--- src/rtl/padding_reader.sv ---
// Streams a frame out of an upstream row FIFO, adding an optional one-word
// zero border, with row-level flow control from both the FIFO and downstream.
module padding_reader #(
    parameter int unsigned WIDTH     = 8,
    parameter int unsigned ADDR_BITS = 10
) (
    input  logic                 clk,
    input  logic                 rst,
    input  logic                 start,
    input  logic                 pad_en,
    input  logic [ADDR_BITS:0]   col_num,
    input  logic [ADDR_BITS:0]   row_num,
    output logic [ADDR_BITS:0]   M_count,
    input  logic                 M_Ready,
    output logic                 fifo_rd_en,
    input  logic [WIDTH-1:0]     fifo_dout,
    input  logic                 S_Ready,
    output logic [WIDTH-1:0]     dout,
    output logic                 dout_valid,
    output logic                 dout_eol,
    output logic                 busy,
    output logic                 done
);

    localparam int unsigned AW = ADDR_BITS + 1;
    localparam int unsigned CW = ADDR_BITS + 2;

    typedef enum logic [2:0] {
        IDLE,
        ROW_WAIT,
        ROW_EMIT,
        DRAIN,
        DONE
    } state_t;

    state_t          state;
    logic            pad_q;
    logic [AW-1:0]   col_lim;
    logic [CW-1:0]   cols_out;
    logic [CW-1:0]   rows_out;
    logic [CW-1:0]   col;
    logic [CW-1:0]   row;
    logic [1:0]      wait_cnt;
    logic            drain_cnt;
    logic            p1_valid;
    logic            p1_pad;
    logic            p1_eol;

    logic            row_pad;
    logic            last_col;
    logic            last_row;
    logic [CW-1:0]   col_nx;
    logic            rd_first;
    logic            rd_nx;

    // Whether column k of the current row consumes a FIFO word.
    function automatic logic rd_for(input logic [CW-1:0] k, input logic rp,
                                    input logic pe, input logic [AW-1:0] n);
        if (rp)
            return 1'b0;
        if (pe)
            return (k != '0) && (k <= CW'(n));
        return k < CW'(n);
    endfunction

    always_comb begin
        row_pad  = pad_q && ((row == '0) || (row == rows_out - CW'(1)));
        last_col = (col == cols_out - CW'(1));
        last_row = (row == rows_out - CW'(1));
        col_nx   = col + CW'(1);
        rd_first = rd_for('0, row_pad, pad_q, col_lim);
        rd_nx    = rd_for(col_nx, row_pad, pad_q, col_lim);
    end

    always_ff @(posedge clk) begin
        if (rst) begin
            state      <= IDLE;
            pad_q      <= 1'b0;
            col_lim    <= '0;
            cols_out   <= '0;
            rows_out   <= '0;
            col        <= '0;
            row        <= '0;
            wait_cnt   <= '0;
            drain_cnt  <= 1'b0;
            p1_valid   <= 1'b0;
            p1_pad     <= 1'b0;
            p1_eol     <= 1'b0;
            M_count    <= '0;
            fifo_rd_en <= 1'b0;
            dout       <= '0;
            dout_valid <= 1'b0;
            dout_eol   <= 1'b0;
            busy       <= 1'b0;
            done       <= 1'b0;
        end else begin
            p1_valid   <= 1'b0;
            p1_pad     <= 1'b0;
            p1_eol     <= 1'b0;
            fifo_rd_en <= 1'b0;
            done       <= 1'b0;

            // Second stage: FIFO data for a slot arrives while its flags sit in stage one.
            dout_valid <= p1_valid;
            dout_eol   <= p1_eol;
            dout       <= (p1_valid && !p1_pad) ? fifo_dout : '0;

            case (state)
                IDLE: begin
                    if (start) begin
                        pad_q    <= pad_en;
                        col_lim  <= col_num;
                        M_count  <= col_num;
                        cols_out <= CW'(col_num) + (pad_en ? CW'(2) : CW'(0));
                        rows_out <= CW'(row_num) + (pad_en ? CW'(2) : CW'(0));
                        col      <= '0;
                        row      <= '0;
                        wait_cnt <= '0;
                        busy     <= 1'b1;
                        if ((col_num == '0) || (row_num == '0)) begin
                            state <= DONE;
                            done  <= 1'b1;
                        end else begin
                            state <= ROW_WAIT;
                        end
                    end
                end

                ROW_WAIT: begin
                    // Ready flags lag by a cycle; skip the first two before trusting them.
                    if (wait_cnt < 2'd2) begin
                        wait_cnt <= wait_cnt + 2'd1;
                    end else if (S_Ready && (row_pad || M_Ready)) begin
                        state      <= ROW_EMIT;
                        col        <= '0;
                        fifo_rd_en <= rd_first;
                    end
                end

                ROW_EMIT: begin
                    p1_valid <= 1'b1;
                    p1_pad   <= !fifo_rd_en;
                    p1_eol   <= last_col;
                    if (!last_col) begin
                        col        <= col_nx;
                        fifo_rd_en <= rd_nx;
                    end else if (last_row) begin
                        state     <= DRAIN;
                        drain_cnt <= 1'b0;
                    end else begin
                        row      <= row + CW'(1);
                        wait_cnt <= '0;
                        state    <= ROW_WAIT;
                    end
                end

                DRAIN: begin
                    if (drain_cnt) begin
                        state <= DONE;
                        done  <= 1'b1;
                    end else begin
                        drain_cnt <= 1'b1;
                    end
                end

                DONE: begin
                    state <= IDLE;
                    busy  <= 1'b0;
                end

                default: state <= IDLE;
            endcase
        end
    end

endmodule

--- config.mk ---
export PLATFORM = sky130hd
export DESIGN_NAME = padding_reader
export DESIGN_NICKNAME = d
export VERILOG_FILES = /design/src/rtl/padding_reader.sv
export SDC_FILE = /design/constraint.sdc
export NUM_CORES = 1
export LEC_CHECK = 0
export CAP_MARGIN = 30
export CORE_ASPECT_RATIO = 1.25
export CORE_MARGIN = 2
export CORE_UTILIZATION = 30
export DETAILED_ROUTE_END_ITERATION = 10
export PLACE_DENSITY_LB_ADDON = 0.15
export SYNTH_ARGS = -nofsm -noshare
export SYNTH_HDL_FRONTEND = slang
export SYNTH_SLANG_ARGS = --single-unit
--- constraint.sdc ---
create_clock -name clk -period 4.75 [get_ports clk]
set_clock_uncertainty 0.2 [all_clocks]
set_input_delay 0.475 -clock clk [delete_from_list [all_inputs] [get_ports clk]]
set_output_delay 0.475 -clock clk [all_outputs]
set_load 0.01 [all_outputs]
==> key figures, run 1 <==
Critical path
  – Worst-path fanout max: 12
  – Critical Path Sink Type: register
  – WP data required: 4.79 ns
  – Startpoint Class: register
  – R2R Setup Slk: 1.23 ns
  – Worst EP arrival: 3.56 ns
  – WS Path Type: reg -> reg

Synth
  – Synth async-reset ratio: 0%
  – Yosys warns: 0
  – Syn Area/Cell: 8.06 um^2
  – Gate Count Post-Synth: 616
  – Count leader, synth: dfxtp_1
  – Commonest cells in the netlist: dfxtp_1, nand2_1, nor2_1
  – Largest family of logic cells by synthesized area: simple AND/OR/NAND/NOR gates
  – Cell taking the most area after synthesis: dfxtp_1
  – Post-synthesis compound-gate area fraction: 15.5%
  – Sequential share of the synthesized area: 32.7%
  – Synth Net Count: 673
  – EDFF count, synth: 0
  – Post-synth top flop: dfxtp_1
  – Mapped Area: 0.00496 mm^2
  – Post-synthesis mux area share: 1.24%
  – Yosys reg bits: 81
  – Yosys top cell area share: 32.7%
  – Synth area leaders: dfxtp_1, xnor2_1, ha_1
  – XOR/XNOR share of the synthesized area: 10.4%
  – Post-Synth Simple-Gate Area: 29.9%
  – Post-synth cell types: 64
  – Synth Area in Adders: 5.29%

Clocking
  – Clk_lat worst skew: 0.35 ns
  – Clock net sink count: 81
  – Setup Fix Bufs, Post-CTS: 0
  – CTS tree: done
  – CTS clk-pin slew, worst paths: 0.06 ns
  – Post-CTS Resized: 0
  – H-Tree Depth: 3
  – TritonCTS buffer count: 9
  – Worst-case clock buffer depth: 2
  – Hold_buf cts: 0
  – Root Driver: clkbuf_16

Timing
  – Slew margin rel.: 42.5%
  – RSZ-0062 raised after global routing: false
  – Slew @ Worst Pin: 0.856 ns
  – Hold Vio Cnt, Final: 0
  – F_max: 0.284 GHz
  – Final Setup Violations: 0
  – Max-slew violation total from the final report: 0
  – Tcrit/Tclk final: 74.2%
  – Period minus WS final: 3.52 ns
  – Fin Setup TNS: 0 ns
  – Fin worst setup slack: 1.23 ns

Min path
  – HP Class: reg -> reg

Final layout
  – # diodes: 0
  – Layout cells sized above 1: 7.56%
  – Sequential Area: 0.00162 mm^2
  – Fill cell total of the finished layout: 1,668
  – Multi-input logic area: 0.00310 mm^2
  – Synth-to-layout area growth: 21.8%
  – Layout Nets: 713
  – Utilization after layout: 37.3%
  – Finished Layout Cells: 877

Global routing
  – Vias in the first global route: 4,501
  – Pin count of the biggest net entering global routing: 55
  – First-pass GRT wire length: 23,200 um
  – Congestion Overflow GR: 0
  – Tot GR Track Use: 16.6%
  – Initial antenna violation count: 0

Detailed routing
  – Drt initial violations: 223
  – DRT Pass-1 Iters: 5
  – Final ANT Viol Nets: 0
  – Drt wl/cell: 16.4 um
  – Remaining DRCs: 0
  – Via count: 4,467
  – Routed vias/inst: 5.09
  – Routed WL: 14,400 um

Floorplan
  – Die area: 0.0176 mm^2
  – Rows: 52
  – Die X: 119 um
  – Die H: 148 um
  – IO Count: 60
  – Starting density of the core: 30.6%
  – Core area: 0.0162 mm^2

Pwr
  – Comb power frac: 22.0%
  – Sw frac: 29.9%
  – Pwr dens: 337 mW/mm^2
  – P_leak: 2.27 nW
  – Reg power frac: 38.0%
  – Clock power share: 39.9%
  – Internal power: 1.43 mW
  – VDD IR max: 0.177 mV
  – NetSw: 610 uW

Placed design
  – Number of I/O port buffers: 59
  – Cells after DPL: 861
  – Place WS: 1.23 ns
  – Detail Placement HPWL: 10,800 um
  – RePlAce Congestion: 0.880

Status
  – Status: completed

Flow run
  – MaxCap Viol Count: 0
## state kept, by name, summed over array words and instances, names as in the netlist
signal,flops
busy,1
col,12
col_lim,11
cols_out,11
done,1
dout,8
dout_eol,1
dout_valid,1
drain_cnt,1
fifo_rd_en,1
p1_eol,1
p1_pad,1
p1_valid,1
pad_q,1
row,12
rows_out,12
state,3
wait_cnt,2
## power by group through the flow
stage          clock (mW)  sequential (mW)  combinational [mW]
4_1_cts             0.834            0.777               0.451
2_1_floorplan           0            0.769               0.323
3_5_place_dp            0            0.792               0.449
5_1_grt             0.862            0.783               0.503
3_3_place_gp            0            0.791               0.441
6_report            0.815            0.776               0.449
## layout make-up
class	count	area share, %
Clock buffer	10	3.79
Clock inverter	6	1.90
Inverter	25	1.55
Multi-Input combinational cell	476	51.3
Sequential cell	81	26.8
Tap cell	216	4.47
Timing Repair Buffer	63	10.1
## worst max-delay path: stages, from the launching register on
cell     delay [ns]
dfxtp_1        0.35
or4_1          0.69
o31ai_1        0.24
o21ai_0        0.13
or4b_2         0.62
nor4_1         0.35
o21ai_1        0.33
and3_1         0.30
a31o_2         0.20
## metal layers
layer	up-vias	part of all wire, %	GRT usage (%)
met1	2065	45	20.2
met2	94	50	29.2
met3	20	3.1	2.66
li1	2288	-	-
met4	0	2.4	6.67
met5	-	0	0
## path summary, 6_finish.rpt
kind          startpoint       to  cells after the start
max          rows_out[0]  col[10]                      8
min           fifo_rd_en   p1_pad                      1
max reg2reg  rows_out[0]  col[10]                      8
min reg2reg   fifo_rd_en   p1_pad                      1
## cells by family (layout without fill, tap and decap cells)
| logic type | after synthesis | in the layout |
|---|---|---|
| simple gates | 274 | 274 |
| flops | 81 | 81 |
| mux | 6 | 6 |
| xor+xnor | 59 | 59 |
| fa+ha+maj | 21 | 21 |
| buf+inv | 59 | 104 |
| compound gates | 116 | 116 |
## cells in the final DEF, fill, tap and decap left out, types with 3 or more instances in the layout
cell	instances
inv_1	25
or4_1	7
buf_4	3
dfxtp_1	81
xor2_1	23
a21oi_1	33
a31oi_1	3
o31ai_1	4
bufinv_16	3
and3_1	18
mux2i_1	5
and2_1	11
o21ai_0	21
ha_1	21
nor2b_1	8
or3_1	6
nor4b_1	3
nor3_1	11
and4_1	3
xnor2_1	36
nand2b_1	6
or3_2	4
nand3_1	26
or2_2	6
nand4_1	9
nand2_1	68
a31o_2	5
nor2_1	52
clkdlybuf4s50_1	58
and4b_2	5
clkbuf_16	9
nor3b_1	4
a211oi_1	20
nor4_1	14
a21o_1	3
o211ai_1	3
## stage by stage
stage                     area, um^2  power [mW]  hold slack (ns)
after floorplan                 4960        1.09            0.214
after global placement          5700        1.23            0.222
after detailed placement        5700        1.24            0.225
after CTS                       6050        2.06            0.235
after global routing            6050        2.15            0.250
final                           6050        2.04            0.227
Note: power is estimated with default switching activity, not from simulation.
==> run 2, diff against run 1 <==
Clock period 4.75 ns to 3.7 ns, I/O delays scaled along.
==> run 2 against run 1 <==
Via count rose by 2.1%; design area rose by 0.68%; largest cell class unchanged; critical path type unchanged; power rose by 26%.
==> key figures, run 2 (same netlist as run 1, synthesis figures left out) <==
Floorplan
  – Starting density of the core: 30.6% (unchanged)
  – Die H: 148 um (unchanged)
  – Die area: 0.0176 mm^2 (unchanged)
  – IO Count: 60 (unchanged)
  – Die X: 119 um (unchanged)
  – Core area: 0.0162 mm^2 (unchanged)
  – Rows: 52 (unchanged)

Pwr
  – P_leak: 2.30 nW (+1.3%)
  – NetSw: 771 uW (+26%)
  – Pwr dens: 421 mW/mm^2 (+25%)
  – Reg power frac: 38.6% (+0.6 points)
  – Sw frac: 30.1% (+0.15 points)
  – Clock power share: 38.3% (-1.6 points)
  – Comb power frac: 23.1% (+1.1 points)
  – VDD IR max: 0.223 mV (+26%)
  – Overall power: 2.57 mW (+26%)
  – Internal power: 1.79 mW (+26%)

Clocking
  – Worst-case clock buffer depth: 2 (unchanged)
  – Hold_buf cts: 0 (unchanged)
  – Post-CTS Resized: 0 (unchanged)
  – Root Driver: clkbuf_16
  – CTS clk-pin slew, worst paths: 0.06 ns (about the same)
  – TritonCTS buffer count: 9 (unchanged)
  – Clock net sink count: 81 (unchanged)
  – Setup Fix Bufs, Post-CTS: 0 (unchanged)
  – H-Tree Depth: 3 (unchanged)
  – CTS tree: done
  – Clk_lat worst skew: 0.34 ns (about the same)

Placed design
  – RePlAce Congestion: 0.872 (-0.95%)
  – Detail Placement HPWL: 10,900 um (+0.81%)
  – Area after DPL: 0.00575 mm^2 (+0.83%)
  – Number of I/O port buffers: 59 (unchanged)
  – Cells after DPL: 867 (+0.70%)

Detailed routing
  – Remaining DRCs: 0 (unchanged)
  – Routed vias/inst: 5.17 (+1.4%)
  – Via count: 4,561 (+2.1%)
  – Routed WL: 14,200 um (-0.84%)
  – Final ANT Viol Nets: 0 (unchanged)
  – DRT Pass-1 Iters: 5 (unchanged)
  – Drt initial violations: 255 (+14%)
  – Drt wl/cell: 16.1 um (-1.5%)

Critical path
  – Worst-path cell chain: or4_1 -> o31ai_1 -> o21ai_0 -> or4b_2 -> nor4_1 -> o21ai_2 -> and3_1 -> a31o_2
  – Slowest Stage Delay on Critical Path: 0.62 ns (-0.07 ns)
  – Worst-path fanout max: 12 (unchanged)
  – Startpoint Class: register
  – Worst Reg-to-Reg Cells: 8 (unchanged)
  – WP data required: 3.73 ns (-1.06 ns)
  – Critical Path Sink Type: register
  – Slowest CP cell: or4_1
  – WS Path Type: reg -> reg
  – Worst EP arrival: 3.42 ns (-0.14 ns)

Global routing
  – Busiest grt layer: met2
  – First-pass GRT wire length: 23,200 um (about the same)
  – Met1 Use GR: 20.2% (-0.029 points)
  – Met2 Use GR: 29.9% (+0.72 points)
  – Vias in the first global route: 4,489 (-0.27%)
  – Congestion Overflow GR: 0 (unchanged)
  – Pin count of the biggest net entering global routing: 54 (-1.8%)
  – Tot GR Track Use: 16.6% (-0.050 points)
  – Initial antenna violation count: 0 (unchanged)
  – Met3 GRT Util: 3.09% (+0.42 points)

Min path
  – HP Class: in -> reg
  – Worst Hold Path Cells: 2 (+1)

Final layout
  – Most frequent cells in the layout: dfxtp_1, nand2_1, clkdlybuf4s50_1, nor2_1, xnor2_1
  – Top flop regs: col (12), row (12), rows_out (12)
  – Finished Cell Area: 0.00609 mm^2 (+0.68%)
  – Finished Layout Cells: 883 (+0.68%)
  – Layout cells sized above 1: 8.85% (+1.3 points)
  – Synth-to-layout area growth: 22.6%
  – Layout Nets: 719 (+0.84%)
  – Utilization after layout: 37.6% (+0.25 points)
  – Commonest non-fill, non-tap cell in the layout: dfxtp_1
  – # diodes: 0 (unchanged)

Timing
  – Period minus WS final: 3.39 ns (-0.139 ns)
  – Slew margin rel.: 48.2% (+5.7 points)
  – Final Setup Violations: 0 (unchanged)
  – Tcrit/Tclk final: 91.5% (+17 points)
  – Fin Setup TNS: 0 ns (unchanged)
  – Slew @ Worst Pin: 0.767 ns (-0.0898 ns)
  – F_max: 0.295 GHz (+4.1%)
  – Max-slew violation total from the final report: 0 (unchanged)
  – RSZ-0062 raised after global routing: false
  – Hold Vio Cnt, Final: 0 (unchanged)

Status
  – Status: completed

Flow run
  – MaxCap Viol Count: 0 (unchanged)
## run 2: cell types whose count changed in the layout (fill, tap and decap cells not counted), sizes merged
cell | previous run | this run
buf | 5 | 11
bufinv | 3 | 2
clkinv | 1 | 2
## run 2: layout make-up
cell class	count	area, um^2
clock buffer	10	239
clock inverter	6	90.1
fill	1672	10100
inverter	25	93.8
multi-input combinational	476	3110
sequential	81	1620
tap	216	270
timing repair buffer	69	661
## run 2: power by group through the flow
| stage | Combinational [mW] | Clock [mW] | Sequential (mW) |
|---|---|---|---|
| after floorplan | 0.415 | 0 | 0.988 |
| after global placement | 0.586 | 0 | 1.01 |
| after detailed placement | 0.590 | 0 | 1.01 |
| after CTS | 0.594 | 1.01 | 0.990 |
| after global routing | 0.658 | 1.04 | 0.999 |
| final | 0.592 | 0.984 | 0.990 |
## run 2: layer usage
metal / up-vias / share of wire, %
met2: 78 / 51
met3: 12 / 3.2
met5: - / 0
met1: 2175 / 45
li1: 2296 / -
met4: 0 / 1.2
## run 2: final timing paths
check / slack, ns / end / startpoint
max: 0.31 / col[6] / rows_out[0]
min: 0.08 / col[2] / rst
max reg2reg: 0.31 / col[6] / rows_out[0]
min reg2reg: 0.23 / p1_pad / fifo_rd_en
## run 2: through the flow
| stage | hold WS, ns | setup slack (ns) |
|---|---|---|
| finish | 0.0784 | 0.314 |
| CTS | 0.0719 | 0.128 |
| floorplan | 0.214 | 0.617 |
| global placement | 0.223 | 0.206 |
| global route | 0.0821 | 0.0874 |
| detailed placement | 0.228 | 0.147 |
## run 2: worst max-delay path: cells and delay by family (launching register included)
family	cells	cell delay, ns
simple gates	4	1.93
compound gates	4	0.80
flops	1	0.34
==> run 3, diff against run 2 <==
Settings changed: PLACE_DENSITY set to 0.45, PLACE_DENSITY_LB_ADDON 0.15 to not set.
==> run 3 against run 2 <==
Sequential cell count stayed put; clock power fell by 3.8%; utilization about the same; count of clock-buffer cells in the layout unchanged; combinational power rose by 2%; register-to-register slack lost 0.04 ns; die area did not move; sequential power hardly changed; maximum frequency fell by 1.1%; setup slack worse by 0.036 ns; routed wire length increased by 5.4%; design area down 0.10%.
==> key figures, run 3 (same netlist as run 1, synthesis figures left out) <==
Final layout
  – Most frequent cells in the layout: dfxtp_1, nand2_1, clkdlybuf4s50_1, nor2_1, xnor2_1
  – Layout Nets: 721 (+0.28%)
  – # diodes: 0 (unchanged)
  – Top flop regs: col (12), row (12), rows_out (12)
  – Finished Cell Area: 0.00608 mm^2 (-0.10%)
  – Layout cells sized above 1: 8.97% (+0.12 points)
  – Synth-to-layout area growth: 22.5%
  – Commonest non-fill, non-tap cell in the layout: dfxtp_1

Global routing
  – Tot GR Track Use: 17.5% (+0.92 points)
  – Initial antenna violation count: 0 (unchanged)
  – Busiest grt layer: met2
  – Pin count of the biggest net entering global routing: 54 (unchanged)
  – Congestion Overflow GR: 0 (unchanged)
  – First-pass GRT wire length: 24,200 um (+4.3%)
  – Vias in the first global route: 4,689 (+4.5%)
  – Met2 Use GR: 31.7% (+1.8 points)
  – Met3 GRT Util: 4.01% (+0.93 points)
  – Met1 Use GR: 19.4% (-0.75 points)

Timing
  – Final Setup Violations: 0 (unchanged)
  – F_max: 0.292 GHz (-1.1%)
  – Slew margin rel.: 51.7% (+3.5 points)
  – RSZ-0062 raised after global routing: false
  – Max-slew violation total from the final report: 0 (unchanged)
  – Hold Vio Cnt, Final: 0 (unchanged)
  – Slew @ Worst Pin: 0.715 ns (-0.0520 ns)
  – Period minus WS final: 3.42 ns (+0.0365 ns)
  – Tcrit/Tclk final: 92.5% (+0.99 points)
  – Fin Setup TNS: 0 ns (unchanged)

Placed design
  – Number of I/O port buffers: 59 (unchanged)
  – Area after DPL: 0.00576 mm^2 (+0.26%)
  – Detail Placement HPWL: 11,400 um (+4.7%)
  – RePlAce Congestion: 0.848 (-2.7%)

Detailed routing
  – Routed WL: 15,000 um (+5.4%)
  – Final ANT Viol Nets: 0 (unchanged)
  – Via count: 4,544 (-0.37%)
  – Routed vias/inst: 5.13 (-0.60%)
  – DRT Pass-1 Iters: 4 (-1)
  – Drt wl/cell: 17.0 um (+5.2%)
  – Drt initial violations: 277 (+8.6%)
  – Remaining DRCs: 0 (unchanged)

Pwr
  – NetSw: 801 uW (+3.9%)
  – VDD IR max: 0.191 mV (-14%)
  – P_leak: 2.30 nW (-0.17%)
  – Internal power: 1.74 mW (-3.2%)
  – Sw frac: 31.6% (+1.5 points)
  – Comb power frac: 23.7% (+0.6 points)
  – Reg power frac: 38.9% (+0.3 points)
  – Clock power share: 37.3% (-1.0 points)
  – Pwr dens: 417 mW/mm^2 (-0.96%)

Critical path
  – Cell family with most CP delay: simple AND/OR/NAND/NOR gates
  – R2R Path Start: rows_out[0]
  – Worst Reg-to-Reg Cells: 8 (unchanged)
  – WP depth: 8 (unchanged)
  – Worst-path fanout max: 12 (unchanged)
  – WP data required: 3.74 ns (about the same)
  – Worst EP arrival: 3.46 ns (+0.04 ns)
  – Critical Path End: col[4]
  – WS Path Type: reg -> reg
  – Reg2reg end: col[4]
  – Slowest CP cell: or4b_2
  – Critical Path Sink Type: register
  – Startpoint Class: register
  – R2R Setup Slk: 0.28 ns (-0.04 ns)
  – CP Buf/Inv Count: 0 (unchanged)
  – Slowest Stage Delay on Critical Path: 0.62 ns (about the same)
  – Worst-path cell chain: or4_1 -> o31ai_1 -> o21ai_0 -> or4b_2 -> nor4_1 -> o21ai_2 -> and3_1 -> a31o_2
  – Crit path from: rows_out[0]

Min path
  – HP Class: reg -> reg

Clocking
  – CTS tree: done
  – H-Tree Depth: 3 (unchanged)
  – Worst-case clock buffer depth: 2 (unchanged)
  – CTS clk-pin slew, worst paths: 0.06 ns (about the same)
  – Hold_buf cts: 0 (unchanged)
  – Root Driver: clkbuf_16
  – Clk_lat worst skew: 0.35 ns (about the same)
  – TritonCTS buffer count: 9 (unchanged)
  – Clock net sink count: 81 (unchanged)

Floorplan
  – Die H: 148 um (unchanged)
  – Die X: 119 um (unchanged)
  – IO Count: 60 (unchanged)
  – Die area: 0.0176 mm^2 (unchanged)
  – Starting density of the core: 30.6% (unchanged)
  – Rows: 52 (unchanged)
  – Core area: 0.0162 mm^2 (unchanged)

Flow run
  – MaxCap Viol Count: 0 (unchanged)

Status
  – Status: completed
## run 3: cell types whose count changed in the layout (fill, tap and decap cells not counted), sizes merged
cell	change
clkinv	-2
inv	+2
buf	+2
clkinvlp	+1
bufinv	-1
## run 3: per-layer routing
metal	wire length, um	share of wire, %	up-vias
li1	-	-	2298
met1	6070	40	2111
met2	7840	52	109
met3	692	4.6	26
met4	404	2.7	0
met5	0	0	-
## run 3: area by class of cell
cell class / instances / area (um^2)
fill: 1683 / 10100
multi-input combinational: 476 / 3110
sequential: 81 / 1620
timing repair buffer: 71 / 676
tap: 216 / 270
clock buffer: 10 / 239
inverter: 25 / 93.8
clock inverter: 6 / 73.8
## run 3: repair_timing
| action | CTS | global route |
|---|---|---|
| buffers inserted | 0 | 0 |
| setup endpoints to repair | 0 | 8 |
| gates resized for setup | 0 | 1 |
## run 3: power groups by stage
stage	logic, mW	clock network (mW)	registers, mW
2_1_floorplan	0.415	0	0.988
3_3_place_gp	0.597	0	1.01
3_5_place_dp	0.602	0	1.01
4_1_cts	0.606	0.975	0.990
5_1_grt	0.672	1.02	0.998
6_report	0.603	0.947	0.988
## run 3: worst min-delay path by stage
stage	depth (start not counted)	start	endpoint	slack [ns]
after floorplan	1	p1_eol	dout_eol	0.21
after detailed placement	1	fifo_rd_en	p1_pad	0.22
after global routing	1	fifo_rd_en	p1_pad	0.24
after CTS	1	fifo_rd_en	p1_pad	0.22
after global placement	1	fifo_rd_en	p1_pad	0.21
final	1	fifo_rd_en	p1_pad	0.22
## run 3: stage by stage
step	util, %	instances	hold slack, ns	worst slack, ns	power (mW)
after detailed placement	35.6	869	0.216	0.190	1.61
final	37.5	885	0.223	0.278	2.54
after global routing	37.5	885	0.244	0.0639	2.69
after floorplan	-	616	0.214	0.617	1.40
after CTS	37.5	885	0.220	0.180	2.57
after global placement	35.6	869	0.205	0.256	1.60
## run 3: worst reg2reg max path, cell delays in order (launching register included)
cell and delay, ns:
dfxtp_1 0.35, or4_1 0.61, o31ai_1 0.24, o21ai_0 0.15, or4b_2 0.62, nor4_1 0.45
o21ai_2 0.24, and3_1 0.25, a31o_2 0.20
==> variant 1: new RTL, settings of run 3 <==
The parameter `ADDR_BITS` goes from 10 to 9.
--- a/src/rtl/padding_reader.sv
+++ b/src/rtl/padding_reader.sv
@@ -3,5 +3,5 @@
 module padding_reader #(
     parameter int unsigned WIDTH     = 8,
-    parameter int unsigned ADDR_BITS = 10
+    parameter int unsigned ADDR_BITS = 9
 ) (
     input  logic                 clk,
Ports: changed (resized M_count, col_num and row_num); port bits go from 60 to 57. No check against the original RTL was run, so the function may have changed too.
==> variant 1 against run 3 <==
- core utilization rose by 0.61 points
- worst setup slack got worse by 0.056 ns
- final area fell by 5.8%
- via count fell by 6.7%
- power fell by 9.4%
- wire length fell by 9.7%
- area after synthesis fell by 6.8%
- sequential cell count fell by 5
- final cell count fell by 8.7%
==> variant 1: results (changes against run 3) <==
metric,value,unit,change
status,finished clean,,unchanged
cp_slowest_cell,dfxtp_1,,was or4b_2
hp-class,register to register,,unchanged
r2r-start,col[1]$_SDFFE_PP0P_,,was rows_out[0]$_SDFFE_PP0P_
synthTopCellsByCount,"dfxtp_1 (76), nand2_1 (61), nor2_1 (50), a21oi_1 (31), xnor2_1 (30)",,"was dfxtp_1 (81), nand2_1 (68), nor2_1 (52), xnor2_1 (36), a21oi_1 (33)"
cpLargestDelayFamily,compound AO/OA/AOI/OAI gates,,was simple AND/OR/NAND/NOR gates
fin_ws,0.222,ns,was 0.278 ns
grt_max_degree,53,,was 54
crit_end,fifo_rd_en$_SDFF_PP0_,,was col[4]$_SDFFE_PP0P_
critPathLaunchType,register,,unchanged
cts-root-buf,clkbuf_16,,unchanged
synth_nets,624,,was 673
synth_area_leaders,"dfxtp_1 (33%), xnor2_1 (5.7%), ha_1 (5.4%)",,"was dfxtp_1 (33%), xnor2_1 (6.4%), ha_1 (5.3%)"
clk_latency,0.35,ns,about the same
dpl.hpwl,10100,um,"was 11,400 um"
largestRegisters,"col x11, row x11, rows_out x11",,"was col x12, row x12, rows_out x12"
cts_inserted_buffers,9,,unchanged
vias,4241,,"was 4,544"
leakagePower,2.20,nW,was 2.30 nW
ys_types,66,,was 64
slew_violations,0,,unchanged
p_sw,0.622,mW,was 0.801 mW
cap_violations,0,,unchanged
post-cts-setup-buffer-count,0,,unchanged
dp_slack,0.282,ns,was 0.190 ns
clockBufferDepth,2,,unchanged
synthMuxAreaShare,1.52,%,was 1.24%
path_max_fanout,6,,was 12
peakVddDrop,178,uV,was 191 uV
first_iter_violations,196,,was 277
max_stage_delay,0.44,ns,was 0.62 ns
diodes,0,,unchanged
post_cts_resized,0,,unchanged
maxSlewHeadroom,52.3,%,was 51.7%
grt_usage,17.2,%,was 17.5%
grt_pass1_wl,21900,um,"was 24,200 um"
numPortBuffers,56,,was 59
final_nets,675,,was 721
yosysWarnings,0,,unchanged
synth_fa_ha_area_share,5.41,%,was 5.29%
cp_data_arrival_time,3.57,ns,was 3.46 ns
wl,13600,um,"was 15,000 um"
ys_async_sr_fraction,0,%,unchanged
synth-xor-area-share,9.09,%,was 10.4%
clk_pin_slew,0.07,ns,
gp_congestion,0.814,,was 0.848
drive_gt1_share,8.63,%,was 8.97%
post-route-drc-count,0,,unchanged
r2r_cells,11,,was 8
first_pass_iters,6,,was 4
synth_compound_area_share,16.5,%,was 15.5%
ys_seq_area_share,32.9,%,was 32.7%
antenna_found_initial,0,,unchanged
htree_levels,3,,unchanged
variant 1: per-stage QoR:
step                      std cells  cell area, sq um  hold slack [ns]  utilization (%)
final                           808              5730            0.242             38.1
after global routing            808              5730            0.250             38.1
after CTS                       808              5730            0.238             38.1
after detailed placement        792              5380            0.229             35.8
after global placement          792              5380            0.225             35.8
after floorplan                 570              4620            0.214                -
variant 1: layer usage:
layer | global-route usage, % | vias up | share of wire, %
met5 | 0 | - | 0
met1 | 20.1 | 2008 | 44
met4 | 7.42 | 0 | 2.7
met2 | 30.2 | 66 | 50
li1 | - | 2144 | -
met3 | 3.57 | 23 | 2.9
variant 1: worst min-delay path by stage:
stage	from	to	slack, ns	cells after the start
floorplan	p1_eol$_SDFF_PP0_	dout_eol$_SDFF_PP0_	0.21	1
global placement	p1_eol$_SDFF_PP0_	dout_eol$_SDFF_PP0_	0.22	1
detailed placement	p1_eol$_SDFF_PP0_	dout_eol$_SDFF_PP0_	0.23	1
CTS	fifo_rd_en$_SDFF_PP0_	p1_pad$_SDFF_PP0_	0.24	1
global route	fifo_rd_en$_SDFF_PP0_	p1_pad$_SDFF_PP0_	0.25	1
finish	fifo_rd_en$_SDFF_PP0_	p1_pad$_SDFF_PP0_	0.24	1
variant 1: cell type report:
type / instances / area, sq um
multi-input combinational: 439 / 2880
clock buffer: 9 / 225
timing repair buffer: 70 / 661
sequential: 76 / 1520
inverter: 25 / 93.8
fill: 1597 / 9290
tap: 182 / 228
clock inverter: 7 / 123
variant 1: power groups by stage:
stage / registers, mW / logic (mW) / clock network [mW]
6_report: 0.888 / 0.359 / 1.05
5_1_grt: 0.893 / 0.399 / 1.11
4_1_cts: 0.888 / 0.361 / 1.08
3_5_place_dp: 0.907 / 0.359 / 0
3_3_place_gp: 0.906 / 0.356 / 0
2_1_floorplan: 0.892 / 0.237 / 0
==> variant 2: new RTL, flow settings as in run 3 <==
Made on the original files. Register the output `M_count` once more, with the module's reset; this adds one clock of latency there. The other outputs are not delayed to match.
--- a/src/rtl/padding_reader.sv
+++ b/src/rtl/padding_reader.sv
@@ -33,4 +33,6 @@
         DONE
     } state_t;
+
+    logic [ADDR_BITS:0] M_count_s0;
 
     state_t          state;
@@ -87,5 +89,5 @@
             p1_pad     <= 1'b0;
             p1_eol     <= 1'b0;
-            M_count    <= '0;
+            M_count_s0 <= '0;
             fifo_rd_en <= 1'b0;
             dout       <= '0;
@@ -111,5 +113,5 @@
                         pad_q    <= pad_en;
                         col_lim  <= col_num;
-                        M_count  <= col_num;
+                        M_count_s0 <= col_num;
                         cols_out <= CW'(col_num) + (pad_en ? CW'(2) : CW'(0));
                         rows_out <= CW'(row_num) + (pad_en ? CW'(2) : CW'(0));
@@ -174,4 +176,12 @@
     end
 
+    always_ff @(posedge clk) begin
+        if (rst) begin
+            M_count <= '0;
+        end else begin
+            M_count <= M_count_s0;
+        end
+    end
+
 endmodule
 
Formal check against the unedited RTL: not equivalent (Yosys sat finds a counterexample within 4 cycles, from zero or initial values and one cycle with rst high).
==> variant 2 against run 3 <==
- worst setup slack better by 0.028 ns
- area after synthesis is 5.3% higher
- power is 2.5% lower
- wire length is 3.6% lower
- final area grew 5.5%
- sequential cell count up 11
- count of clock-buffer cells in the layout did not move
==> variant 2: results (changes against run 3) <==
metric,value,unit,change
wl,14500,um,"was 15,000 um"
ys_seq_area_share,35.2,%,was 32.7%
synthTopCellsByCount,"dfxtp_1 (92), nand2_1 (70), nor2_1 (60), a21oi_1 (37), xnor2_1 (34)",,"was dfxtp_1 (81), nand2_1 (68), nor2_1 (52), xnor2_1 (36), a21oi_1 (33)"
routed-wl-met2,6550,um,was 7840 um
grt_usage,16.2,%,was 17.5%
max_stage_delay,0.50,ns,was 0.62 ns
synth_nets,695,,was 673
cp_slowest_cell,or4_4,,was or4b_2
status,finished clean,,unchanged
crit_end,col[9]$_SDFFE_PP0P_,,was col[4]$_SDFFE_PP0P_
syn2layout_area_growth,22.7,%,was 22.5%
path_max_fanout,10,,was 12
hold_start,p1_eol$_SDFF_PP0_,,was fifo_rd_en$_SDFF_PP0_
hold_end,dout_eol$_SDFF_PP0_,,was p1_pad$_SDFF_PP0_
seq-power,1.07,mW,was 0.988 mW
drive_gt1_share,6.79,%,was 8.97%
final_cells,912,,was 885
grt_pass1_vias,4493,,"was 4,689"
placed_cells,897,,was 869
fin_hold_ws,0.251,ns,was 0.223 ns
grt_pass1_wl,23500,um,"was 24,200 um"
internal_power,1.81,mW,was 1.74 mW
peakVddDrop,163,uV,was 191 uV
dpl.hpwl,10900,um,"was 11,400 um"
synth_area_leaders,"dfxtp_1 (35%), xnor2_1 (5.7%), ha_1 (5.0%)",,"was dfxtp_1 (33%), xnor2_1 (6.4%), ha_1 (5.3%)"
grt_max_degree,76,,was 54
post_dp_cell_area,6080,sq um,was 5760 sq um
first_iter_violations,238,,was 277
maxSlewHeadroom,45.8,%,was 51.7%
[variant 2: cell types whose count changed in the layout (fill, tap and decap cells not counted), moves of 5 or more]
cell and change:
dfxtp_1 +11, o21ai_0 -10, and3_1 -8, nor2_1 +8
nor3_1 +7, nand4_1 +6, or2_2 -6, a31oi_1 +5
and4b_2 -5, inv_1 +5, nand2b_1 -5, o211ai_1 +5
o21a_1 +5, or3_1 +5
[variant 2: cell families after synthesis]
logic type	synth area share [%]
flops	35.2
xor+xnor	9.38
mux	1.96
compound gates	17.9
fa+ha+maj	5.03
buf+inv	4.62
simple gates	25.9
[variant 2: area by class of cell]
class	count	area share, %
sequential	92	28.7
timing repair buffer	72	10.8
multi-input combinational	482	49.3
inverter	31	1.81
clock buffer	10	3.73
tap	220	4.29
clock inverter	5	1.33
[variant 2: routing by layer]
layer  vias to the layer above  GRT usage [%]
li1                       2397              -
met1                      2130           22.1
met2                       101           26.1
met3                        14           2.17
met4                         0           6.26
met5                         -              0
